**src/rtl/v_tile.sv**
```systemverilog
`default_nettype none
// ============================================================================
//  Module   : v_tile
//  Brief    : CGRA vector reduction tile. Buffers two operand vectors and a
//             config word through four-phase write ports. When enabled, emits
//             pairwise sums of adjacent elements with a destination tag and a
//             one-cycle completion strobe.
//  Options  : ADDER_SAT_EN - saturate each pairwise sum on unsigned overflow
//             instead of wrapping modulo 2^WIDTH.
//  Revision : 1.0  initial release
// ============================================================================
module v_tile #(
    parameter int WIDTH      = 16,
    parameter int NUM_INPUTS = 4,
    parameter int NUM_REGS   = 16
) (
    input  logic                                clk,
    input  logic                                reset,
    input  logic                                on_off,
    // Operand A
    input  logic                                write_en1,
    output logic                                write_rdy1,
    input  logic [NUM_INPUTS-1:0][WIDTH-1:0]    w_data_in1,
    output logic                                write_ack1,
    // Operand B
    input  logic                                write_en2,
    output logic                                write_rdy2,
    input  logic [NUM_INPUTS-1:0][WIDTH-1:0]    w_data_in2,
    output logic                                write_ack2,
    // Config word
    input  logic                                write_en3,
    output logic                                write_rdy3,
    input  logic [WIDTH-1:0]                    w_data_in3,
    output logic                                write_ack3,
    // Results
    output logic [NUM_INPUTS-1:0][WIDTH-1:0]    adder_outputs,
    output logic [$clog2(NUM_REGS)-1:0]         dest_info,
    output logic                                adder_ack
);

    localparam int c_HALF   = NUM_INPUTS / 2;
    localparam int c_DEST_W = $clog2(NUM_REGS);

    // Buffered operands and configuration
    logic [NUM_INPUTS-1:0][WIDTH-1:0] r_a_data;
    logic [NUM_INPUTS-1:0][WIDTH-1:0] r_b_data;
    logic [WIDTH-1:0]                 r_cfg;
    logic                             r_a_full;
    logic                             r_b_full;
    logic                             r_cfg_valid;

    // Handshake acknowledges
    logic                             r_ack1;
    logic                             r_ack2;
    logic                             r_ack3;

    // Registered results
    logic [NUM_INPUTS-1:0][WIDTH-1:0] r_out;
    logic [c_DEST_W-1:0]              r_dest;
    logic                             r_done;

    // Combinational control
    logic                             w_cap1;
    logic                             w_cap2;
    logic                             w_cap3;
    logic                             w_fire;
    logic [NUM_INPUTS-1:0][WIDTH-1:0] w_sum;
    logic                             w_unused_cfg;

    // Pairwise add; overflow either wraps or clamps to all-ones.
    function automatic logic [WIDTH-1:0] f_pair_sum(input logic [WIDTH-1:0] x,
                                                    input logic [WIDTH-1:0] y);
`ifdef ADDER_SAT_EN
        logic [WIDTH:0] s;
        s = {1'b0, x} + {1'b0, y};
        f_pair_sum = s[WIDTH] ? {WIDTH{1'b1}} : s[WIDTH-1:0];
`else
        f_pair_sum = x + y;
`endif
    endfunction

    // Ready flags are pure functions of slot state, forced low during reset.
    assign write_rdy1 = !r_a_full && !reset;
    assign write_rdy2 = !r_b_full && !reset;
    assign write_rdy3 = !reset;

    // The !ack guard stops a held write_en from re-capturing new data.
    assign w_cap1 = write_en1 && write_rdy1 && !r_ack1;
    assign w_cap2 = write_en2 && write_rdy2 && !r_ack2;
    assign w_cap3 = write_en3 && write_rdy3 && !r_ack3;

    assign w_fire = on_off && r_a_full && r_b_full && r_cfg_valid;

    // Lower half of the result reduces A, upper half reduces B.
    for (genvar k = 0; k < c_HALF; k++) begin : g_pair
        assign w_sum[k]          = f_pair_sum(r_a_data[2*k], r_a_data[2*k+1]);
        assign w_sum[k + c_HALF] = f_pair_sum(r_b_data[2*k], r_b_data[2*k+1]);
    end

    // Only the tag bits of the config word drive logic.
    assign w_unused_cfg = &{1'b0, r_cfg[WIDTH-1:c_DEST_W]};

    // Four-phase acknowledges: set on capture, cleared once write_en drops.
    always_ff @(posedge clk) begin
        if (reset) begin
            r_ack1 <= 1'b0;
            r_ack2 <= 1'b0;
            r_ack3 <= 1'b0;
        end else begin
            if (w_cap1)          r_ack1 <= 1'b1;
            else if (!write_en1) r_ack1 <= 1'b0;
            if (w_cap2)          r_ack2 <= 1'b1;
            else if (!write_en2) r_ack2 <= 1'b0;
            if (w_cap3)          r_ack3 <= 1'b1;
            else if (!write_en3) r_ack3 <= 1'b0;
        end
    end

    // Operand slots: fill on capture, drain on fire (never both on one slot).
    always_ff @(posedge clk) begin
        if (reset) begin
            r_a_data <= '0;
            r_b_data <= '0;
            r_a_full <= 1'b0;
            r_b_full <= 1'b0;
        end else begin
            if (w_cap1) begin
                r_a_data <= w_data_in1;
                r_a_full <= 1'b1;
            end else if (w_fire) begin
                r_a_full <= 1'b0;
            end
            if (w_cap2) begin
                r_b_data <= w_data_in2;
                r_b_full <= 1'b1;
            end else if (w_fire) begin
                r_b_full <= 1'b0;
            end
        end
    end

    // Config is always rewritable; a coincident fire still sees the old word.
    always_ff @(posedge clk) begin
        if (reset) begin
            r_cfg       <= '0;
            r_cfg_valid <= 1'b0;
        end else if (w_cap3) begin
            r_cfg       <= w_data_in3;
            r_cfg_valid <= 1'b1;
        end
    end

    // Result registers load on fire and otherwise hold; strobe lasts one cycle.
    always_ff @(posedge clk) begin
        if (reset) begin
            r_out  <= '0;
            r_dest <= '0;
            r_done <= 1'b0;
        end else begin
            r_done <= w_fire;
            if (w_fire) begin
                r_out  <= w_sum;
                r_dest <= r_cfg[c_DEST_W-1:0];
            end
        end
    end

    assign write_ack1    = r_ack1;
    assign write_ack2    = r_ack2;
    assign write_ack3    = r_ack3;
    assign adder_outputs = r_out;
    assign dest_info     = r_dest;
    assign adder_ack     = r_done;

endmodule
`default_nettype wire

```
**config.mk**
```make
export PLATFORM = sky130hd
export DESIGN_NAME = v_tile
export DESIGN_NICKNAME = d
export VERILOG_FILES = /design/src/rtl/v_tile.sv
export SDC_FILE = /design/constraint.sdc
export NUM_CORES = 1
export LEC_CHECK = 0
export ABC_AREA = 0
export CORE_MARGIN = 2
export CORE_UTILIZATION = 56
export CTS_BUF_LIST = sky130_fd_sc_hd__clkbuf_4 sky130_fd_sc_hd__clkbuf_8
export CTS_CLUSTER_DIAMETER = 80
export DETAILED_ROUTE_END_ITERATION = 10
export PLACE_DENSITY = 0.88
export SYNTH_ARGS = -nofsm -noshare
export SYNTH_HDL_FRONTEND = slang
export SYNTH_SLANG_ARGS = --single-unit
```
**constraint.sdc**
```tcl
create_clock -name clk -period 5.85 [get_ports clk]
set_input_delay 1.755 -clock clk [delete_from_list [all_inputs] [get_ports clk]]
set_output_delay 1.755 -clock clk [all_outputs]
set_load 0.01 [all_outputs]
```
==> out/metrics.yaml <==
floorplanning:
  core_sq_um: 17400
  dieArea_sq_um: 18900
  start_util_pct: 57.4
  io_pins: 225
  die_y_um: 137
  row_count: 48
  die_w_um: 137
worst_setup_path:
  crit_required_ns: 4.09
  slowest_delay_ns: 0.50
  crit_chain: "buf_2 -> nor2_1 -> clkdlybuf4s50_1"
  worstPathArrival_ns: 2.84
  crit_buf_inv: 2
  rrSetupSlack_ns: 3.32
  critical_path_class: "primary input to output port"
  cp_slowest_cell: "clkdlybuf4s50_1"
  cp-end-kind: "output port"
  critical-path-top-delay-family: "buffers and inverters"
  cp-start-kind: "primary input"
  critPathMaxFanout: 25
synth:
  synth_edf_count: 0
  synthCells: 1259
  ys_warn_count: 0
  synth_ff_type: "dfxtp_1"
  synth_area_sq_um: 9960
  seq_area_frac_synth_pct: 41.6
  yosys.cell_types.count: 64
  synth-async-reset-ratio_pct: 0
  syn-mean-instance-area_sq_um: 7.91
  synth_nets: 1473
  ys_ff_latch: 207
finish:
  stdcell_area_sq_um: 13000
  nets: 1656
  drive_above_1_share_pct: 5.86
  fillers: 1302
  area_delta_synth_final_pct: 30.1
  final_core_util_pct: 74.7
  insertedDiodeCount: 0
clock_network:
  cts_sinks: 207
  postCtsResizedCells: 0
  path_clk_slew_ns: 0.06
  clock_latency_ns: 0.52
  holdBufCountCts: 0
  cts_tree: "built"
  clockRootBuffer: "clkbuf_8"
  cts_max_level: 2
  cts_setup_buffers: 0
  clk_path_buf_depth: 3
  cts_buffers: 35
timing:
  min_period_ns: 4.60
  setup-violations-final: 0
  fin_ws_ns: 1.25
  maxSlewHeadroom_pct: 48.6
  finalCritPeriodShare_pct: 78.6
  report.final.hold_viol_count: 0
  tightest_slew_ns: 0.771
  finClkSkew_ns: 0.0185
  fin_tns_setup_ns: 0
  max_freq_ghz: 0.217
  rsz0062_at_grt: "false"
  slew_violations: 0
route:
  via_per_inst: 5.53
  drc: 0
  firstDrtPassIters: 5
  wire_per_inst_um: 15.4
  drt-initial-drc-count: 499
  num_vias: 9350
  postRouteAntennaNets: 0
  totalWireLength_um: 26100
grt:
  grt_pass1_wl_um: 41400
  grtUsageTotal_pct: 27.0
  grt_pass1_vias: 8851
  overflow: 0
  antenna_found_initial: 0
  grt_max_degree: 129
place:
  io_buffers: 212
  dp_hpwl_um: 17700
  gp_congestion: 0.889
  place_ws_ns: 1.13
  placed_area_sq_um: 12200
job:
  cap_violations: 0
pwr:
  p_leak_nw: 5.15
  ir_drop_mv: 0.234
  cellPowerDensity_nw_per_um2: 267
min_path:
  hp-class: "flip-flop to flip-flop"
run_status:
  status: "completed"
## cell usage after synthesis, drive strengths merged, types with 3 or more instances
cell	count	area share [%]
o21ai	168	8.4
o21a	7	0.53
clkbuf	62	2.3
nor3	9	0.45
a211oi	14	1.1
nand4b	3	0.26
fa	4	0.80
and2	3	0.19
nor2b	8	0.50
nand2	354	13
a21o	29	2.2
or3	11	0.69
a211o	4	0.35
nand4	11	0.69
xnor2	26	2.3
ha	60	7.5
a21oi	78	3.9
or4	4	0.30
and4	4	0.36
mux2i	9	0.90
xor2	13	1.1
a32o	4	0.40
nand3	27	1.4
a41oi	3	0.34
nor2	41	1.5
o211ai	6	0.45
and3	10	0.63
o21bai	6	0.45
dfxtp	207	42
o311ai	4	0.35
buf	14	0.63
a31oi	6	0.38
inv	17	0.64
## placed cells by master (no fill, tap or decap), types with 6 or more instances in the layout
master | netlist | layout
nand4_1 | 11 | 11
o21bai_1 | 6 | 6
or3_1 | 11 | 11
o211ai_1 | 6 | 6
xor2_1 | 13 | 13
clkdlybuf4s50_1 | 0 | 211
a21oi_1 | 78 | 78
ha_1 | 60 | 60
nor3_1 | 9 | 7
a211oi_1 | 14 | 14
clkbuf_8 | 0 | 45
and3_1 | 10 | 10
a31oi_1 | 6 | 6
o21ai_0 | 166 | 166
dfxtp_1 | 207 | 207
buf_4 | 0 | 8
a21o_1 | 29 | 29
clkbuf_4 | 0 | 8
clkinv_2 | 0 | 6
nor2b_1 | 8 | 8
o21a_1 | 7 | 7
inv_1 | 16 | 16
nand2_1 | 354 | 354
mux2i_1 | 9 | 9
xnor2_1 | 26 | 26
nor2_1 | 41 | 40
nand3_1 | 27 | 27
## layout make-up
type / count / area (sq um) / share of cell area (%)
multi-input cells: 959 / 5470 / 42.2
inverters: 17 / 66.3 / 0.512
flip-flops and latches: 207 / 4140 / 32.0
clock buffers: 53 / 679 / 5.24
repair buffers: 222 / 2220 / 17.1
clock inverters: 9 / 97.6 / 0.753
well taps: 225 / 282 / 2.17
## registers in the layout, summed over array words and instances (netlist names)
| signal | cells |
|---|---|
| adder_outputs | 64 |
| r_b_data | 64 |
| r_cfg | 4 |
| adder_ack | 1 |
| r_b_full | 1 |
| r_a_data | 64 |
| write_ack3 | 1 |
| write_ack1 | 1 |
| write_ack2 | 1 |
| r_cfg_valid | 1 |
| dest_info | 4 |
| r_a_full | 1 |
## path summary, 6_finish.rpt
kind,startpoint,endpoint,depth (start not counted)
worst max register to register,r_a_data[32],adder_outputs[28],8
worst min-delay path,adder_outputs[35],adder_outputs[35],2
worst min register to register,adder_outputs[35],adder_outputs[35],2
worst max-delay path,reset,write_rdy2,3
## cell families after synthesis
family | share of synthesized area (%)
buf+inv | 3.62
flops | 41.6
simple gates | 20.9
xor+xnor | 3.43
mux | 0.904
fa+ha+maj | 8.34
compound gates | 21.2
## report_power, final
| group | internal (W) | switching [W] |
|---|---|---|
| combinational | 0.000229 | 0.000262 |
| sequential | 0.00149 | 0.0000527 |
| clock | 0.000832 | 0.000588 |
## worst register-to-register path, stage by stage (launching register included)
cell and delay [ns]:
dfxtp_1 0.31, ha_1 0.23, fa_1 0.41, a21o_1 0.20, a21oi_1 0.29, o21ai_0 0.24, a221o_1 0.43, mux2i_1 0.17
o22ai_1 0.09
## layer usage
metal  share of wire [%]  track usage (%)  up-vias
met5                   0                0        -
met4                 2.8             10.1        0
met2                  48             45.6      290
li1                    -                -     4725
met1                  43             34.1     4273
met3                 6.6             5.52       62
## stage by stage
step | hold WS (ns) | power, W | instances
2_1_floorplan | 0.431 | 0.00186 | 1259
3_3_place_gp | 0.437 | 0.00204 | 1630
3_5_place_dp | 0.444 | 0.00205 | 1630
4_1_cts | 0.450 | 0.00346 | 1692
5_1_grt | 0.472 | 0.00360 | 1692
6_report | 0.450 | 0.00345 | 1692
Note: power is estimated with default switching activity, not from simulation.
